**config.mk**
```make
export PLATFORM = sky130hd
export DESIGN_NAME = led_channel_bank
export DESIGN_NICKNAME = d
export VERILOG_FILES = /design/src/rtl/led_channel_bank.sv
export SDC_FILE = /design/constraint.sdc
export NUM_CORES = 1
export LEC_CHECK = 0
export BUFFER_PORTS_ARGS = -buffer_cell sky130_fd_sc_hd__buf_2
export CAP_MARGIN = 30
export CORE_MARGIN = 2
export CORE_UTILIZATION = 50
export DETAILED_ROUTE_END_ITERATION = 10
export PLACE_DENSITY = 0.68
export SLEW_MARGIN = 20
export SYNTH_ARGS = -nofsm -noshare
export SYNTH_HDL_FRONTEND = slang
export SYNTH_SLANG_ARGS = --single-unit
```
**constraint.sdc**
```tcl
create_clock -name clk -period 2.1 [get_ports clk]
set_input_delay 0.105 -clock clk [delete_from_list [all_inputs] [get_ports clk]]
set_output_delay 0.105 -clock clk [all_outputs]
set_load 0.05 [all_outputs]
```
**src/rtl/led_channel_bank.sv**
```systemverilog
// Multi-channel LED output stage: each channel is a pass-through, constant, PWM or blink
// source with optional inversion, driven from one shared prescaled PWM timebase.
module led_channel_bank #(
  parameter int CHANNELS = 8,
  parameter int PWM_BITS = 8,
  parameter int PRESCALE = 4,
  localparam int ADDR_W = (CHANNELS > 1) ? $clog2(CHANNELS) : 1,
  localparam int CFG_W  = PWM_BITS + 3
) (
  input  logic                clk,
  input  logic                rst,
  input  logic                ena,
  input  logic [CHANNELS-1:0] in_bits,
  input  logic                cfg_we,
  input  logic [ADDR_W-1:0]   cfg_addr,
  input  logic [CFG_W-1:0]    cfg_wdata,
  output logic [CFG_W-1:0]    cfg_rdata,
  output logic [CHANNELS-1:0] led_out,
  output logic                period_tick
);

  localparam int PRE_W = (PRESCALE > 1) ? $clog2(PRESCALE) : 1;
  localparam logic [PRE_W-1:0] PRE_LAST = PRE_W'(PRESCALE - 1);
  // Reset config makes every channel a plain inverter.
  localparam logic [CFG_W-1:0] CFG_RST = {2'b00, 1'b1, {PWM_BITS{1'b0}}};

  typedef enum logic [1:0] {
    MODE_PASS  = 2'b00,
    MODE_CONST = 2'b01,
    MODE_PWM   = 2'b10,
    MODE_BLINK = 2'b11
  } mode_e;

  logic [PRE_W-1:0]    pre_cnt_q, pre_cnt_d;
  logic [PWM_BITS-1:0] pwm_cnt_q, pwm_cnt_d;
  logic                blink_ph_q, blink_ph_d;
  logic [CHANNELS-1:0] led_out_q, led_out_d;
  logic [CFG_W-1:0]    rdata_q, rdata_d;
  logic                tick_q, tick_d;
  logic [CFG_W-1:0]    cfg_q [CHANNELS];
  logic [CFG_W-1:0]    cfg_d [CHANNELS];

  logic                step;
  logic                wrap;
  logic [CHANNELS-1:0] led_raw;
  mode_e               ch_mode;
  logic [PWM_BITS-1:0] ch_duty;
  logic                ch_val;

  // Shared timebase: prescaler -> PWM counter -> blink phase.
  always_comb begin
    step       = ena && (pre_cnt_q == PRE_LAST);
    wrap       = step && (pwm_cnt_q == {PWM_BITS{1'b1}});
    pre_cnt_d  = pre_cnt_q;
    pwm_cnt_d  = pwm_cnt_q;
    blink_ph_d = blink_ph_q;
    if (ena) begin
      pre_cnt_d = (pre_cnt_q == PRE_LAST) ? '0 : pre_cnt_q + PRE_W'(1);
    end
    if (step) begin
      pwm_cnt_d = pwm_cnt_q + PWM_BITS'(1);
    end
    if (wrap) begin
      blink_ph_d = ~blink_ph_q;
    end
    // Registered, so high in the cycle where pwm_cnt first holds 0.
    tick_d = wrap;
  end

  always_comb begin
    led_raw = '0;
    ch_mode = MODE_PASS;
    ch_duty = '0;
    ch_val  = 1'b0;
    for (int i = 0; i < CHANNELS; i++) begin
      ch_mode = mode_e'(cfg_q[i][CFG_W-1 -: 2]);
      ch_duty = cfg_q[i][PWM_BITS-1:0];
      case (ch_mode)
        MODE_PASS:  ch_val = in_bits[i];
        MODE_CONST: ch_val = 1'b0;
        MODE_PWM:   ch_val = (pwm_cnt_q < ch_duty);
        MODE_BLINK: ch_val = in_bits[i] & blink_ph_q;
        default:    ch_val = 1'b0;
      endcase
      led_raw[i] = ch_val ^ cfg_q[i][PWM_BITS];
    end
    led_out_d = ena ? led_raw : led_out_q;
  end

  // cfg_we is a single-cycle strobe with no back-pressure: the write always lands at the
  // edge where it is seen, and addresses with no channel behind them are dropped.
  always_comb begin
    cfg_d = cfg_q;
    for (int i = 0; i < CHANNELS; i++) begin
      if (cfg_we && (cfg_addr == ADDR_W'(i))) begin
        cfg_d[i] = cfg_wdata;
      end
    end
  end

  // Readback samples the pre-write contents, so a same-cycle write returns the old value.
  always_comb begin
    rdata_d = rdata_q;
    if (ena) begin
      rdata_d = '0;
      for (int i = 0; i < CHANNELS; i++) begin
        if (cfg_addr == ADDR_W'(i)) begin
          rdata_d = cfg_q[i];
        end
      end
    end
  end

  always_ff @(posedge clk) begin
    if (rst) begin
      pre_cnt_q  <= '0;
      pwm_cnt_q  <= '0;
      blink_ph_q <= 1'b0;
      led_out_q  <= '0;
      rdata_q    <= '0;
      tick_q     <= 1'b0;
      for (int i = 0; i < CHANNELS; i++) begin
        cfg_q[i] <= CFG_RST;
      end
    end else begin
      pre_cnt_q  <= pre_cnt_d;
      pwm_cnt_q  <= pwm_cnt_d;
      blink_ph_q <= blink_ph_d;
      led_out_q  <= led_out_d;
      rdata_q    <= rdata_d;
      tick_q     <= tick_d;
      for (int i = 0; i < CHANNELS; i++) begin
        cfg_q[i] <= cfg_d[i];
      end
    end
  end

  assign led_out     = led_out_q;
  assign cfg_rdata   = rdata_q;
  assign period_tick = tick_q;

endmodule

```
==> reports/metrics.yaml, run 1 <==
timing:
  fmax_mhz: 527
  setup_viol: 0
  relSlewSlack_pct: 41.5
  rsz0062_at_grt: "no"
  hold_violations: 0
  finalCritPeriodShare_pct: 90.3
  min_period_ps: 1900
  worstMarginPinSlew_ps: 872
  clock_skew_ps: 5.36
  setup_tns_ps: 0
  slew_viol_final: 0
  hold_slack_ps: 15.2
synth:
  synth_fa_ha_area_share_pct: 10.8
  synthXorXnorAreaFrac_pct: 0.780
  yosysWarningCount: 0
  syn_area_um2: 6740
  synth_cell_types: 34
  syn_avg_cell_area_um2: 7.78
  ys_ff_latch: 119
  yosysTopAreaCell: "dfxtp_1"
  synth_top_family_by_area: "simple AND/OR/NAND/NOR gates"
  synth_fp_nets: 950
  synth_simple_gate_area_share_pct: 22.8
  synth_top_area_share_pct: 35.4
  synth_mux_area_share_pct: 7.28
  synth_compound_area_share_pct: 15.2
  yosysSeqAreaShare_pct: 35.4
  postSynthCellCount: 866
  synthTopCellsByArea: "dfxtp_1 35%, nand2_1 12%, ha_1 11%"
drt:
  drtAntennaViolNets: 0
  vias_per_cell: 5.63
  dr.pass1.iters: 8
  via_count: 6122
  detail_route.wl_per_cell_um: 18.5
  routed_wl_mm: 20.2
  drt-initial-drc-count: 682
  drc: 0
global_routing:
  grt_max_degree: 52
  antenna_found_initial: 0
  grt_pass1_vias: 5495
  grtUsageTotal_pct: 28.8
  overflow: 0
  grt_pass1_wl_mm: 31.1
pwr:
  p_int_uw: 4420
  p_clk_share_pct: 50.3
  vdd_ir_drop_max_mv: 0.570
  netSwitchingFraction_pct: 25.6
  p_leak_uw: 0.00301
  p_comb_share_pct: 9.6
  switching_power_uw: 1520
  seq_power_share_pct: 40.1
  cellPowerDensity_nw_per_um2: 773
worst_hold_path:
  hold_path_end: "cfg_q[57]"
  holdPathStages: 3
  worstHoldStart: "cfg_wdata[2]"
  hp-class: "in2reg"
worst_setup_path:
  worst_setup_path_end_kind: "flop"
  cp.arrival_ps: 2180
  cp-start-kind: "flop"
  worst_path_max_delay_cell: "dfxtp_1"
  critPathKind: "reg2reg"
  r2r_cells: 7
  cp_data_required_time_ps: 2390
  timing.rr.start: "pwm_cnt_q[2]"
  cp_slowest_stage_delay_ps: 310
  cp_max_fo: 7
  path_cells: "buf_4 -> ha_1 -> a211oi_1 -> o21ai_0 -> a21oi_1 -> mux2i_1 -> o311ai_0"
  timing.rr.end: "led_out[1]"
  rrSetupSlack_ps: 200
cts:
  path_clk_slew_ps: 60
  cts_buffer_depth: 2
  hold_buffers: 0
  clkSinkCount: 119
  cts_buffers: 17
  ctsHtreeMaxLevel: 4
  cts_tree: "done"
  clockRootBuffer: "clkbuf_16"
  clk_latency_ps: 430
layout:
  layout-drive-gt1-share_pct: 13.8
  nNetsFinal: 983
  syn_to_final_growth_pct: 14.0
  n_antenna_cell: 0
placement:
  port_buffers: 45
  place_hpwl_mm: 14.6
  place.gp.congestion: 0.980
flow_run:
  max_cap_viol_count: 0
die:
  ios: 46
  die_height_um: 120
  die_area_um2: 14400
  core_area_um2: 13200
  die-width_um: 120
  start_util_pct: 51.1
  rows: 42
run_status:
  outcome: "completed"
==> cell families (layout without fill, tap and decap cells) <==
group	after synthesis	count (layout)
AOI/OAI and AO/OA	180	180
xor gates and xnor gates	6	6
adders and majority gates	58	58
buffers and inverters	114	159
DFF	119	119
muxes	32	32
and+or+nand+nor	357	357
==> state kept, by name, summed over array words and instances, names as in the netlist <==
name / count
cfg_q: 88
cfg_rdata: 11
led_out: 8
pwm_cnt_q: 8
pre_cnt_q: 2
blink_ph_q: 1
period_tick: 1
==> cell usage after synthesis <==
library cell  count
inv_1            56
mux2_2            6
clkbuf_2          1
nor2b_1          12
buf_4             7
nand2b_1          5
o311ai_1          1
ha_1             58
o22ai_1           9
xnor2_1           1
and2_4            1
a21oi_1         102
nand2_1         212
a211oi_1         18
or3_1             2
mux2i_1          13
nor3b_1           3
nor2_1           79
buf_2            31
dfxtp_1         119
nor3_2            2
o211ai_1          5
o21ai_0          29
nand4_1          10
mux4_2           13
and3_1           18
xor2_1            5
nand3b_1          8
o31ai_1           9
clkbuf_1         15
buf_6             4
nand3_1           4
o311ai_0          7
nand4_4           1
==> stage by stage <==
stage               area (um2)  util [%]  setup slack [ps]  total power, uW  cells
detailed placement        7070      53.6               127             2990   1056
CTS                       7680      58.2              98.4             5950   1087
global route              7680      58.2               111             6110   1087
finish                    7680      58.2               203             5940   1087
floorplan                 6740         -               358             2820    866
global placement          7070      53.6               160             2980   1055
==> critical path, delay by kind of cell, from the launching register on <==
kind	cells	cell delay [ps]
compound gates	4	750
flops	1	310
fa+ha+maj	1	310
mux	1	210
buf+inv	1	170
==> how the worst max path moves through the flow <==
stage	from	to	slack, ps	cells past startpoint
floorplan	pwm_cnt_q[2]	led_out[0]	360	6
global placement	pwm_cnt_q[5]	led_out[6]	160	6
detailed placement	pwm_cnt_q[5]	led_out[6]	130	6
CTS	pwm_cnt_q[5]	led_out[1]	100	6
global route	pwm_cnt_q[2]	led_out[2]	110	7
finish	pwm_cnt_q[2]	led_out[1]	200	7
==> power by group through the flow <==
stage | Sequential [uW] | Clock (uW) | Combinational (uW)
floorplan | 2490 | 0 | 328
global placement | 2430 | 0 | 560
detailed placement | 2430 | 0 | 561
CTS | 2380 | 3010 | 564
global route | 2390 | 3110 | 612
finish | 2380 | 2990 | 571
==> per-layer routing <==
layer,wire (um),GRT usage [%],vias up
li1,-,-,3010
met1,9380,42.9,2791
met2,8420,40.9,291
met3,2000,6.23,30
met4,371,9.78,0
met5,0,0,-
==> repair_timing <==
| action | CTS | global route |
|---|---|---|
| gates resized for setup | 0 | 1 |
| setup endpoints to repair | 0 | 2 |
| setup buffers | 0 | 0 |
==> cell type report <==
cell class / instances / area [um2]
inverters: 56 / 210
well taps: 176 / 220
flip-flops and latches: 119 / 2380
repair buffers: 72 / 430
clock buffers: 20 / 457
fillers: 1230 / 5510
multi-input cells: 633 / 3830
clock inverters: 11 / 150
==> cell usage in the layout (no fill, tap or decap), types with 17 or more instances in the layout <==
master and count:
ha_1 58, a21oi_1 102, dfxtp_1 118, buf_2 44, o21ai_0 29, and3_1 18, a211oi_1 18, nand2_1 212
nor2_1 79, inv_1 56, buf_4 28, clkbuf_16 17
No activity file was read; power rests on OpenSTA's default activity.
==> inputs of run 2 (changes only) <==
Settings changed: REMOVE_ABC_BUFFERS from default to 1.
==> reports/metrics.yaml, run 2 (synthesized netlist as in run 1, its figures left out) <==
drt:
  drtAntennaViolNets: 0  # unchanged
  via_count: 6001  # -2.0%
  dr.pass1.iters: 5  # -3
  drc: 0  # unchanged
  routed_wl_mm: 19.0  # -5.6%
  detail_route.wl_per_cell_um: 17.4  # -6.1%
  drt-initial-drc-count: 373  # -45%
  vias_per_cell: 5.50  # -2.4%
cts:
  clockRootBuffer: "clkbuf_16"
  clkSinkCount: 119  # unchanged
  cts_buffers: 17  # unchanged
  clk_latency_ps: 430  # about the same
  cts_buffer_depth: 2  # unchanged
  ctsHtreeMaxLevel: 4  # unchanged
  path_clk_slew_ps: 50  # about the same
  cts_setup_buffers: 0  # unchanged
  cts_tree: "done"
die:
  die_height_um: 120  # unchanged
  die-width_um: 120  # unchanged
  die_area_um2: 14400  # unchanged
  start_util_pct: 51.1  # unchanged
  core_area_um2: 13200  # unchanged
  rows: 42  # unchanged
  ios: 46  # unchanged
flow_run:
  max_cap_viol_count: 0  # unchanged
layout:
  layout_commonest_cell: "nand2_1"
  n_antenna_cell: 0  # unchanged
  syn_to_final_growth_pct: 15.0
  fin_util_pct: 58.7  # +0.47 points
  fillers: 1251  # +1.7%
  final_cell_mix: "212 x nand2_1, 117 x dfxtp_1, 102 x a21oi_1, 79 x nor2_1, 58 x ha_1"
  largest_reg_flops: 88  # unchanged
  layout-drive-gt1-share_pct: 14.1  # +0.25 points
  nNetsFinal: 987  # +0.41%
  top_register: "cfg_q"
global_routing:
  grt_util_met3_pct: 7.56  # +1.3 points
  use_met1_pct: 34.9  # -8.0 points
  groute.layer.met2.usage_pct: 46.5  # +5.5 points
  overflow: 0  # unchanged
  busiest_layer: "met2"
  grtUsageTotal_pct: 27.7  # -1.1 points
  grt_pass1_wl_mm: 30.4  # -2.1%
  grt_pass1_vias: 5861  # +6.7%
  grt_max_degree: 72  # +38%
  antenna_found_initial: 0  # unchanged
worst_setup_path:
  cp-start-kind: "flop"
  critPathKind: "reg2reg"
  rrSetupSlack_ps: 240  # +40 ps
  cp_max_fo: 12  # +5
  worst_setup_path_end_kind: "flop"
  cp.arrival_ps: 2150  # -30 ps
  cp_data_required_time_ps: 2390  # about the same
placement:
  port_buffers: 45  # unchanged
  place.gp.congestion: 0.909  # -7.2%
  place_hpwl_mm: 14.0  # -4.6%
timing:
  relSlewSlack_pct: 34.7  # -6.9 points
  slew_viol_final: 0  # unchanged
  min_period_ps: 1860  # -35.3 ps
  fmax_mhz: 537  # +1.9%
  hold_violations: 0  # unchanged
  setup_tns_ps: 0  # unchanged
  worstMarginPinSlew_ps: 976  # +104 ps
  clock_skew_ps: 5.90  # +0.541 ps
  rsz0062_at_grt: "no"
  setup_viol: 0  # unchanged
  finalCritPeriodShare_pct: 88.7  # -1.7 points
pwr:
  p_total_uw: 5980  # +0.70%
  vdd_ir_drop_max_mv: 0.552  # -3.3%
  cellPowerDensity_nw_per_um2: 772  # -0.12%
  p_leak_uw: 0.00307  # +1.7%
worst_hold_path:
  hp-class: "in2reg"
run_status:
  outcome: "completed"
-- run 2: area by class of cell --
type                       count  area [um2]  area share [%]
multi-input combinational    633        3830            49.5
sequential                   119        2380            30.8
clock buffer                  23         498            6.43
timing repair buffer          76         480            6.20
tap                          176         220            2.84
inverter                      56         210            2.71
clock inverter                 9         120            1.55
-- run 2: report_power, final --
group / internal [uW] / switching [uW]
Combinational: 187 / 383
Clock: 2010 / 1020
Sequential: 2330 / 53.5
Total: 4520 / 1460
-- run 2: routing by layer --
layer | share of wire [%] | vias up
li1 | - | 3006
met1 | 44 | 2809
met2 | 48 | 159
met3 | 5.6 | 27
met4 | 1.6 | 0
met5 | 0 | -
-- run 2: worst max-delay path: stages (launching register included) --
cell	delay [ps]
dfxtp_1	490
ha_1	320
a211oi_1	230
o21ai_0	180
a21oi_1	210
mux2i_1	190
o311ai_0	130
-- run 2: final timing paths --
kind	start	to	depth (start not counted)
setup reg to reg	pwm_cnt_q[3]	led_out[0]	6
setup / recovery	pwm_cnt_q[3]	led_out[0]	6
hold / removal	cfg_wdata[2]	cfg_q[79]	3
hold reg to reg	cfg_rdata[7]	cfg_rdata[7]	2
-- run 2: per-stage QoR --
stage	cell area (um2)	hold slack (ps)	cells	worst slack, ps
6_report	7740	5.43	1092	238
5_1_grt	7740	13.9	1092	56.7
4_1_cts	7740	0.152	1092	70.9
3_5_place_dp	7090	379	1057	92.8
3_3_place_gp	7090	377	1056	173
2_1_floorplan	6420	174	808	345
-- run 2: timing repair --
action                                  4_1_cts  5_1_grt
endpoints found under the setup margin        0        8
hold buffers                                  3        0
endpoints found under the hold margin         9        0
resized for setup                             0        2
==> inputs of run 3 (changes only) <==
Settings changed: BUFFER_PORTS_ARGS -buffer_cell sky130_fd_sc_hd__buf_2 to -buffer_cell sky130_fd_sc_hd__buf_4.
==> reports/metrics.yaml, run 3 (synthesized netlist as in run 1, its figures left out) <==
layout:
  fillers: 1200  # -4.1%
  layout_commonest_cell: "nand2_1"
  final_cell_mix: "212 x nand2_1, 116 x dfxtp_1, 102 x a21oi_1, 79 x nor2_1, 69 x buf_4"
  n_antenna_cell: 0  # unchanged
  top_register: "cfg_q"
  layout-drive-gt1-share_pct: 13.2  # -0.84 points
  syn_to_final_growth_pct: 17.1
  largest_reg_flops: 88  # unchanged
  nNetsFinal: 994  # +0.71%
  postLayoutCellArea_um2: 7890  # +1.8%
placement:
  place.gp.congestion: 0.893  # -1.8%
  dp_slack_ps: 127  # +33.7 ps
  place_hpwl_mm: 13.7  # -2.1%
  port_buffers: 45  # unchanged
  dpl_cell_area_um2: 7180  # +1.2%
worst_setup_path:
  worst_path_most_repeated_cell: "o21ai_0"
  cp_slowest_stage_delay_ps: 660  # +170 ps
  worst_path_max_delay_cell: "dfxtp_1"
  cp-start-kind: "flop"
  critPathKind: "reg2reg"
  cp_max_fo: 11  # -1
  crit_family: "flip-flops"
  worst_setup_path_end_kind: "flop"
  path_buf_inv: 0  # unchanged
  cp_data_required_time_ps: 2380  # about the same
  cp.arrival_ps: 2130  # -20 ps
  path_cells: "ha_1 -> o21ai_0 -> o21ai_0 -> a21oi_1 -> mux2i_1 -> o311ai_0"
cts:
  cts_buffers: 17  # unchanged
  clkSinkCount: 119  # unchanged
  cts_tree: "done"
  cts_buffer_depth: 2  # unchanged
  path_clk_slew_ps: 50  # about the same
  cts_setup_buffers: 0  # unchanged
  clockRootBuffer: "clkbuf_16"
  ctsHtreeMaxLevel: 4  # unchanged
  clk_latency_ps: 410  # -20 ps
timing:
  finalCritPeriodShare_pct: 88.2  # -0.50 points
  slew_viol_final: 0  # unchanged
  relSlewSlack_pct: 30.3  # -4.4 points
  clock_skew_ps: 6.04  # +0.138 ps
  worst_slack_ps: 249  # +10.6 ps
  setup_viol: 0  # unchanged
  setup_tns_ps: 0  # unchanged
  rsz0062_at_grt: "no"
  fmax_mhz: 540  # +0.57%
  worstMarginPinSlew_ps: 1040  # +65.7 ps
  min_period_ps: 1850  # -10.6 ps
  hold_violations: 0  # unchanged
pwr:
  vdd_ir_drop_max_mv: 0.615  # +12%
  p_leak_uw: 0.00309  # +0.79%
  cellPowerDensity_nw_per_um2: 735  # -4.8%
flow_run:
  max_cap_viol_count: 0  # unchanged
drt:
  m1WireLength_mm: 8.02  # -5.2%
  drc: 0  # unchanged
  top_layer_used: "met4"
  dr.pass1.iters: 5  # unchanged
  drt-initial-drc-count: 394  # +5.6%
  routed_wl_mm: 18.9  # -0.73%
  detail_route.wl_per_cell_um: 17.2  # -1.2%
  via_count: 6023  # +0.37%
  routed-wl-met2_mm: 9.23  # +0.51%
  vias_per_cell: 5.49  # about the same
  drtAntennaViolNets: 0  # unchanged
  wl_met3_mm: 1.38  # +28%
global_routing:
  grt_max_degree: 72  # unchanged
  grt_pass1_wl_mm: 30.5  # +0.30%
  overflow: 0  # unchanged
  grtUsageTotal_pct: 27.7  # -0.059 points
  antenna_found_initial: 0  # unchanged
  grt_pass1_vias: 5894  # +0.56%
die:
  die-width_um: 120  # unchanged
  die_area_um2: 14400  # unchanged
  core_area_um2: 13200  # unchanged
  die_height_um: 120  # unchanged
  ios: 46  # unchanged
  rows: 42  # unchanged
  start_util_pct: 51.1  # unchanged
worst_hold_path:
  hp-class: "in2reg"
run_status:
  outcome: "completed"
[run 3: cell types whose count changed in the layout (fill, tap and decap cells not counted)]
cell           previous run  this run
clkbuf_1                  1         4
buf_2                    44         0
clkinv_2                  6         1
bufinv_16                 3         1
buf_4                    28        69
dfxtp_2                   2         3
clkbuf_8                  5         7
dlygate4sd3_1             3        13
dfxtp_1                 117       116
[run 3: worst register-to-register path: stages, from the launching register on]
cell and delay, ps:
dfxtp_1 660, ha_1 370, o21ai_0 90, o21ai_0 90
a21oi_1 180, mux2i_1 200, o311ai_0 140
[run 3: power breakdown]
part | total [uW] | switching (uW) | internal, uW
logic | 606 | 384 | 222
registers | 2380 | 55.3 | 2330
clock network | 2810 | 977 | 1830
[run 3: worst paths after layout]
| check | cells after the start | slack, ps | endpoint | start |
|---|---|---|---|---|
| worst max-delay path | 6 | 250 | led_out[1] | pwm_cnt_q[7] |
| worst max register to register | 6 | 250 | led_out[1] | pwm_cnt_q[7] |
| worst min register to register | 2 | 450 | cfg_q[2] | cfg_q[2] |
| worst min-delay path | 3 | 30 | cfg_q[8] | cfg_wdata[8] |
[run 3: through the flow]
stage | hold slack (ps) | util (%) | std cells | power [uW]
finish | 28.3 | 59.8 | 1097 | 5800
global route | 17.3 | 59.8 | 1097 | 5980
CTS | 1.62 | 59.8 | 1097 | 5830
detailed placement | 394 | 54.4 | 1054 | 3010
global placement | 391 | 54.4 | 1053 | 3010
floorplan | 174 | - | 808 | 2720
[run 3: area by class of cell]
type,instances,area (um2),share of cell area [%]
Tap cell,176,220,2.79
Timing Repair Buffer,83,668,8.47
Multi-Input combinational cell,633,3830,48.6
Clock buffer,28,537,6.81
Sequential cell,119,2390,30.3
Clock inverter,2,35.0,0.444
Inverter,56,210,2.67
[run 3: per-layer routing]
metal,vias to the layer above,global-route usage (%)
met5,-,0
met4,0,8.60
met3,25,6.46
met2,210,46.3
met1,2767,35.3
li1,3021,-
[run 3: timing repair]
item	4_1_cts	5_1_grt
hold buffers	13	0
hold endpoints to repair	70	0
setup endpoints to repair	0	6
resized for setup	0	3
